**src/rtl/regfile_sb.sv**
```systemverilog
// Multi-port integer register file: NRP combinational read ports with same-cycle
// write bypass, NWP write ports, a per-register busy scoreboard and a post-reset clear sweep.
module regfile_sb #(
  parameter int XLEN      = 32,
  parameter int REG_NUM   = 32,
  parameter int ADDR_SIZE = 5,
  parameter int NRP       = 2,
  parameter int NWP       = 2
) (
  input  logic                     clk,
  input  logic                     rst,
  output logic                     init_done,
  input  logic [NRP*ADDR_SIZE-1:0] rd_addr,
  output logic [NRP*XLEN-1:0]      rd_data,
  output logic [NRP-1:0]           rd_busy,
  input  logic [NWP-1:0]           wr_en,
  input  logic [NWP*ADDR_SIZE-1:0] wr_addr,
  input  logic [NWP*XLEN-1:0]      wr_data,
  input  logic                     iss_en,
  input  logic [ADDR_SIZE-1:0]     iss_rd,
  output logic [REG_NUM-1:0]       sb_busy,
  output logic                     dbg_state_o
);

  typedef enum logic {
    CLEAR = 1'b0,
    READY = 1'b1
  } state_e;

  state_e                 state_q, state_d;
  logic [ADDR_SIZE-1:0]   idx_q, idx_d;
  logic                   init_done_q, init_done_d;
  logic [XLEN-1:0]        regs_q [REG_NUM];
  logic [XLEN-1:0]        regs_d [REG_NUM];
  logic [REG_NUM-1:0]     busy_q, busy_d;
  logic [NWP-1:0]         wr_ok;
  logic                   ready;

  // True for an architectural, writable register (not x0, not past REG_NUM).
  function automatic logic addr_ok(input logic [ADDR_SIZE-1:0] a);
    return (a != '0) && (int'(a) < REG_NUM);
  endfunction

  assign ready       = (state_q == READY);
  assign init_done   = init_done_q;
  assign sb_busy     = busy_q;
  assign dbg_state_o = state_q;

  always_comb begin
    for (int j = 0; j < NWP; j++) begin
      wr_ok[j] = ready && wr_en[j] && addr_ok(wr_addr[j*ADDR_SIZE +: ADDR_SIZE]);
    end
  end

  always_comb begin
    state_d     = state_q;
    idx_d       = idx_q;
    init_done_d = init_done_q;
    case (state_q)
      CLEAR: begin
        idx_d = idx_q + ADDR_SIZE'(1);
        if (idx_q == ADDR_SIZE'(REG_NUM - 1)) begin
          state_d     = READY;
          init_done_d = 1'b1;
        end
      end
      READY:   state_d = READY;
      default: state_d = CLEAR;
    endcase
  end

  // Later write ports overwrite earlier ones, so the highest-index port wins a collision.
  always_comb begin
    for (int r = 0; r < REG_NUM; r++) begin
      regs_d[r] = regs_q[r];
      if (!ready && idx_q == ADDR_SIZE'(r)) regs_d[r] = '0;
      for (int j = 0; j < NWP; j++) begin
        if (wr_ok[j] && wr_addr[j*ADDR_SIZE +: ADDR_SIZE] == ADDR_SIZE'(r)) begin
          regs_d[r] = wr_data[j*XLEN +: XLEN];
        end
      end
    end
  end

  // Issue is applied after the write clear so a new producer supersedes a retiring one.
  always_comb begin
    busy_d = busy_q;
    for (int r = 1; r < REG_NUM; r++) begin
      for (int j = 0; j < NWP; j++) begin
        if (wr_ok[j] && wr_addr[j*ADDR_SIZE +: ADDR_SIZE] == ADDR_SIZE'(r)) busy_d[r] = 1'b0;
      end
      if (ready && iss_en && addr_ok(iss_rd) && iss_rd == ADDR_SIZE'(r)) busy_d[r] = 1'b1;
    end
    busy_d[0] = 1'b0;
  end

  always_ff @(posedge clk) begin
    if (rst) begin
      state_q     <= CLEAR;
      idx_q       <= '0;
      busy_q      <= '0;
      init_done_q <= 1'b0;
    end else begin
      state_q     <= state_d;
      idx_q       <= idx_d;
      busy_q      <= busy_d;
      init_done_q <= init_done_d;
    end
  end

  always_ff @(posedge clk) begin
    if (!rst) regs_q <= regs_d;
  end

  for (genvar i = 0; i < NRP; i++) begin : g_rd
    logic [ADDR_SIZE-1:0] a;
    logic [XLEN-1:0]      d;
    logic                 hit;

    assign a = rd_addr[i*ADDR_SIZE +: ADDR_SIZE];

    always_comb begin
      d   = '0;
      hit = 1'b0;
      if (ready && addr_ok(a)) begin
        d = regs_q[a];
        for (int j = 0; j < NWP; j++) begin
          if (wr_ok[j] && wr_addr[j*ADDR_SIZE +: ADDR_SIZE] == a) begin
            d   = wr_data[j*XLEN +: XLEN];
            hit = 1'b1;
          end
        end
      end
    end

    assign rd_data[i*XLEN +: XLEN] = d;
    assign rd_busy[i] = ready && addr_ok(a) && busy_q[a] && !hit;
  end

endmodule
```
**config.mk**
```make
export PLATFORM = sky130hd
export DESIGN_NAME = regfile_sb
export DESIGN_NICKNAME = d
export VERILOG_FILES = /design/src/rtl/regfile_sb.sv
export SDC_FILE = /design/constraint.sdc
export NUM_CORES = 2
export LEC_CHECK = 0
export CAP_MARGIN = 20
export CORE_MARGIN = 2
export CORE_UTILIZATION = 39
export CTS_CLUSTER_DIAMETER = 120
export DETAILED_ROUTE_END_ITERATION = 7
export PLACE_DENSITY_LB_ADDON = 0.08
export SLEW_MARGIN = 10
export SYNTH_ARGS = -nofsm -noshare
export SYNTH_HDL_FRONTEND = slang
export SYNTH_SLANG_ARGS = --single-unit
export TNS_END_PERCENT = 30
```
**constraint.sdc**
```tcl
create_clock -name clk -period 4.2 [get_ports clk]
set_input_delay 0.84 -clock clk [delete_from_list [all_inputs] [get_ports clk]]
set_output_delay 0.84 -clock clk [all_outputs]
set_load 0.01 [all_outputs]
```
* Word-level counts from Yosys, hierarchy flattened
Index checks and enable logic that the tools add are counted. W data, S select, Z words.
Word-level totals: bits in registers 1063, latch bits 0, RAM bits 0, bits in read-only memories 0, bits of input ports 94, output and inout bits 100, logic and storage cells 667, memories kept 0
Operators by class: add/subtract/negate cells 1, multipliers 0, div/mod/pow operators 0, $lt $le $gt $ge 4, equality and inequality tests 128, shifts and indexed selects 0, muxes and demuxes 213, bitwise logic cells 4, reduce and logical (&&, ||, !) cells 250
Operators with widths (number):
- $mux W32 | 106
- $bmux W32 S5 | 2
- $eq A5 B5 Y1 const B | 64
- $reduce_bool A3 Y1 | 63
- $eq A5 B4 Y1 const B | 32
- $logic_and A1 B1 Y1 | 143
- $mux W1 | 102
- $eq A5 B3 Y1 const B | 16
- $reduce_and A2 Y1 | 33
- $eq A5 B2 Y1 const B | 8
- $reduce_bool A5 Y1 | 5
- $eq A5 B1 Y1 const B | 4
- $eq A5 B5 Y1 | 4
- $logic_not A5 Y1 | 3
- $ge A6 B6 Y1 const B | 2
- $lt A5 B6 Y1 const B | 2
- $not A5 Y6 | 2
- $bmux W1 S5 | 2
- $add A5 B1 Y5 const B | 1
- $logic_not A1 Y1 | 3
- $not A1 Y1 | 2
- $pmux W1 S2 | 1

* Longest topological paths before layout
word-level depth 8, mapped depth 9, depth with buffers taken out 6

* Worst setup path before layout
No wires, ideal clock.
kind in2reg, start input wr_addr[7], end register regs_q[672] (netlist bit), enable pin, setup time 0.432 ns, data arrival time 3.547 ns, data required time 3.768 ns, path slack 0.221 ns, stages 6, path buffers 2, cell sequence buf_2 > nand2b_1 > clkbuf_1 > nor3_1 > a21oi_1 > a21oi_1
Between the ends: longest elaborated chain between the ends 5, elaborated cells on any way between the ends 6, classes of those cells eq/ne (1); reduce/logical (5)
RTL lines:
- from (decl) | line 17 | input logic [NWP*ADDR_SIZE-1:0] wr_addr,
- $reduce_bool A5 Y1 | line 41 | return (a != '0) && (int'(a) < REG_NUM);
- $logic_and A1 B1 Y1 | line 51 | wr_ok[j] = ready && wr_en[j] && addr_ok(wr_addr[j*ADDR_SIZE +: ADDR_SIZE]);
- $logic_and A1 B1 Y1 (*) | line 78 | if (wr_ok[j] && wr_addr[j*ADDR_SIZE +: ADDR_SIZE] == ADDR_SIZE'(r)) begin
- $reduce_bool A3 Y1 (no line) (*)
- $reduce_and A2 Y1 (no line) (*)
- to (signal assigned) | line 112 | if (!rst) regs_q <= regs_d;
- to (decl) | line 33 | logic [XLEN-1:0] regs_q [REG_NUM];
Every way passes the cells marked *; elsewhere a longest branch is shown, timed or not. A chain may end at the register's enable or synchronous reset.

* Worst setup path after layout
start input rd_addr[8], end output rd_data[61]
Between the ends: longest elaborated chain between the ends 7, elaborated cells on any way between the ends 13, classes of those cells eq/ne (2); mux (6); bitwise (1); reduce/logical (4)
RTL lines:
- from (decl) | line 13 | input logic [NRP*ADDR_SIZE-1:0] rd_addr,
- $not A5 Y6 (not written as such) | line 126 | d = regs_q[a];
- $bmux W32 S5 | line 126
- $mux W32 (not written as such) (2 in series) | line 126
- $mux W32 (2 in series) | line 128 | if (wr_ok[j] && wr_addr[j*ADDR_SIZE +: ADDR_SIZE] == a) begin
- $mux W32 (*) | line 125 | if (ready && addr_ok(a)) begin
- to (decl) | line 14 | output logic [NRP*XLEN-1:0] rd_data,
Every way passes the cells marked *; elsewhere a longest branch is shown, timed or not. The select of a mux whose other input is x is not followed.

==> run summary <==
The number of instances in the synthesized netlist was 4832; the final cycle utilization of the critical path was 102%. The async set-or-reset flop fraction in the synthesized netlist is 0%. Capture instance of the worst register-to-register path: regs_q[557]$_DFFE_PP_.

The run gives 130 as the number of buffers created by CTS. Peak supply drop: 0.442 mV. In the final routed layout, each cell accounts on average for 43.2 µm. The placed wire-length estimate came out at 192000 µm. For this run, the top clock speed supported by timing is 233 MHz.

Setup repair after global routing could not meet its margin everywhere. In the synthesized netlist the dominant register cell turns out to be edfxtp_1. At the pin with the least slew margin, the transition time is 0.941 ns. Type of the tightest min-delay check: register to register. The tools report the count of max-cap constraint violations as 0. Data on the critical path is required at its endpoint by 3.36 ns. In this run the critical register-to-register path is launched from dbg_state_o$_SDFF_PP0_. The via count normalized by instance count came out at 7.22.

The count of buffers added on input and output ports is 192. The tools report the worst slack after detailed placement as -0.662 ns. The H-tree depth reported by CTS is 4.

The flow ran to the end, but the final reports show violations. The synthesized design spends more area on one cell type than any other, namely edfxtp_1. Mux contribution to synthesized area: 18.2%. After the first detailed-routing iteration, the DRC count stood at 7582. In this run, synthesis inferred 1024 flip-flops with an integrated enable.

The tools report the post-detailed-routing wire length as 311000 µm. The number of max-slew violations in the final report is 0, and the clock insertion delay at the later pin of the skew report is 0.80 ns. The clock skew was 0.0187 ns. For this design the static power due to leakage is 26.9 nW.

The worst setup path is captured at an output pin. For the antenna violation net count after detailed routing, the log shows 0. For this design the top-level I/O count stands at 194. The detailed-router iteration count before antenna repair is 6, and the buffer depth of the longest clock path is 3. The routed layout has 52000 vias. The total global routing track utilization was 37.3%; the standard cell core area was 0.158 mm². After routing, the total negative slack on setup checks comes to -0.101 ns. The relative slew slack came out at 37.3%. The number of antenna violations at the first check in global routing was 19; the number of hold violations in the final report was 0. Synthesis inferred 1062 register bits.

Dividing total power by cell area gives a power density of 334 mW/mm². The tools report the total overflow reported by the global router as 0. Once the floorplan was initialized, standard cells occupied 39.3% of the core. The checks that failed: negative setup slack. By instance count, the leading cell after synthesis is edfxtp_1.

The wire length of the first global-routing pass is 420000 µm, and the number of core rows is 146. For the residual DRC count, the log shows 0. Measured in cells, the most critical reg-to-reg path has a length of 7. In this run the worst setup path begins at rd_addr[8].

Measured along the x axis, the die boundary spans 404 µm. In this run, distinct cell masters in the synthesized netlist total 61. After synthesis, the largest family of logic cells by area is compound AO/OA/AOI/OAI gates. The tools report the via count of the first global-routing pass as 50500.

The worst setup path is launched from a primary input. The sequential cell area fraction in the yosys report is 50.6%, and the die area is 0.163 mm². After clock tree synthesis, the clock-pin slew on the worst setup and hold paths is 0.05 ns. Measured along the y axis, the die boundary spans 404 µm. TritonCTS built the clock tree. For flop-to-flop paths, the worst setup slack is 1.47 ns. The maximum fanout count along the critical path is 7. Setup violations remaining at the end of the flow were counted as 3. The largest net degree at the start of global routing is 60, and the final RePlAce weighted congestion is 0.905.

The arithmetic-cell share of the synthesized area counting full adders, half adders and majority gates was 0.121%; the post-synthesis xor/xnor area fraction was 0.324%. In the final layout, the share of cells above drive strength 1 is 23.2%. The net count of the finished layout is 5120. The growth of design area from synthesis to finish came out at 21.0%. For this run, the number of Yosys warnings is 0. Counting instances in the post-synthesis netlist gives the leading cell types as edfxtp_1 (1024), a22o_1 (994), mux2i_1 (583). The critical path endpoint was rd_data[61]. The number of hold-repair buffers added at the cts stage was 0; the area share of the largest cell type after synthesis was 49.4%. Summing the areas of all compound-gate instances in the mapped netlist gives 21.1% of the synthesized area. The tools report the root buffer selected by CTS as clkbuf_16.

The run gives -0.0934 ns as the final critical-path setup slack. After synthesis, the mean cell area works out to 12.9 µm². The synthesized netlist occupies a cell area of 0.0623 mm². The arrival time at the worst endpoint was 3.45 ns.

The worst path needs 4.29 ns of the cycle, external delays included. By startpoint and endpoint, the worst setup path is classified as primary input to output pin. By area the synthesized netlist is led by edfxtp_1 (49%), a22o_1 (14%), mux2i_1 (9.4%). The sink count of the clock tree was 1062; the simple-gate share of the synthesized area was 4.85%.
## how the worst min path moves through the flow
stage / to / depth (start not counted) / slack, ns / startpoint
after global routing: init_done$_SDFFE_PP0P_ / 2 / 0.50 / init_done$_SDFFE_PP0P_
after floorplan: init_done$_SDFFE_PP0P_ / 2 / 0.47 / init_done$_SDFFE_PP0P_
after CTS: init_done$_SDFFE_PP0P_ / 2 / 0.46 / init_done$_SDFFE_PP0P_
after global placement: init_done$_SDFFE_PP0P_ / 2 / 0.44 / init_done$_SDFFE_PP0P_
final: init_done$_SDFFE_PP0P_ / 2 / 0.45 / init_done$_SDFFE_PP0P_
after detailed placement: init_done$_SDFFE_PP0P_ / 2 / 0.45 / init_done$_SDFFE_PP0P_
## layout by cell type, fill, tap and decap left out, types with 27 or more instances in the layout
cell type and n:
a21oi_1 64, a21oi_4 31, a22o_1 994, a22oi_1 276, and4_1 57, buf_12 171
buf_4 385, clkbuf_1 36, clkbuf_16 138, clkdlybuf4s50_1 115, conb_1 33, dfxtp_1 38
dlygate4sd2_1 63, edfxtp_1 1024, mux2_2 38, mux2i_1 583, mux4_2 224, nand2_1 106
nand3_1 107, nor2_1 56, nor3_2 30, nor3_4 27, o211ai_1 38, o211ai_2 29
o21ai_0 34, o21ai_1 29, o22ai_1 123
## final cells by class
cell class	count	area [µm²]
clock buffers	173	3550
multi-input cells	3063	28800
fillers	13800	83000
diodes	6	15.0
flip-flops and latches	1062	31500
well taps	2072	2590
clock inverters	55	442
inverters	7	26.3
repair buffers	756	8360
## per-stage QoR
| stage | instance area, µm² | std cells | util [%] | total power [mW] | hold WS, ns |
|---|---|---|---|---|---|
| 3_5_place_dp | 71000 | 6947 | 44.8 | 14.4 | 0.451 |
| 2_1_floorplan | 62400 | 4864 | - | 13.1 | 0.470 |
| 6_report | 75300 | 7194 | 47.6 | 25.2 | 0.448 |
| 5_1_grt | 75300 | 7188 | 47.6 | 25.7 | 0.502 |
| 4_1_cts | 75200 | 7181 | 47.5 | 25.2 | 0.458 |
| 3_3_place_gp | 71000 | 6947 | 44.8 | 14.3 | 0.441 |
## flip-flops by register name, summed over array words and instances (netlist names)
register	flops
regs_q	1024
sb_busy	31
idx_q	5
dbg_state_o	1
init_done	1
## repair_timing
| action | in CTS | in global routing |
|---|---|---|
| setup buffers | 3 | 5 |
| hold endpoints to repair | 0 | 0 |
| pin swaps | 3 | 0 |
| resized for setup | 101 | 10 |
| endpoints found under the setup margin | 66 | 14 |
| cloned | 3 | 2 |
## metal layers
layer  global-route usage [%]  part of all wire [%]
met3                     10.6                    11
met4                     20.0                   6.0
met1                     48.7                    39
met2                     56.0                    44
met5                        0                 0.030
## critical path, stage by stage
cell,delay [ns]
dlygate4sd2_1,0.33
or4bb_4,0.68
bufbuf_16,0.36
o22ai_1,0.18
nor4_1,0.08
and4_1,0.27
o21ai_1,0.15
clkdlybuf4s50_1,0.55
## report_power, final
part | internal (mW) | switching, mW | total [mW]
Sequential | 11.5 | 0.0347 | 11.6
Combinational | 1.01 | 1.68 | 2.68
Clock | 6.21 | 4.76 | 11.0
## logic make-up after synthesis
kind of cell,Yosys count
flip-flops,1062
XOR/XNOR,23
other,1
multiplexers,845
adder cells (fa/ha/maj),6
AO/OA/AOI/OAI,1633
AND/OR/NAND/NOR,523
buffers and inverters,739
(Power assumes the default switching activity.)
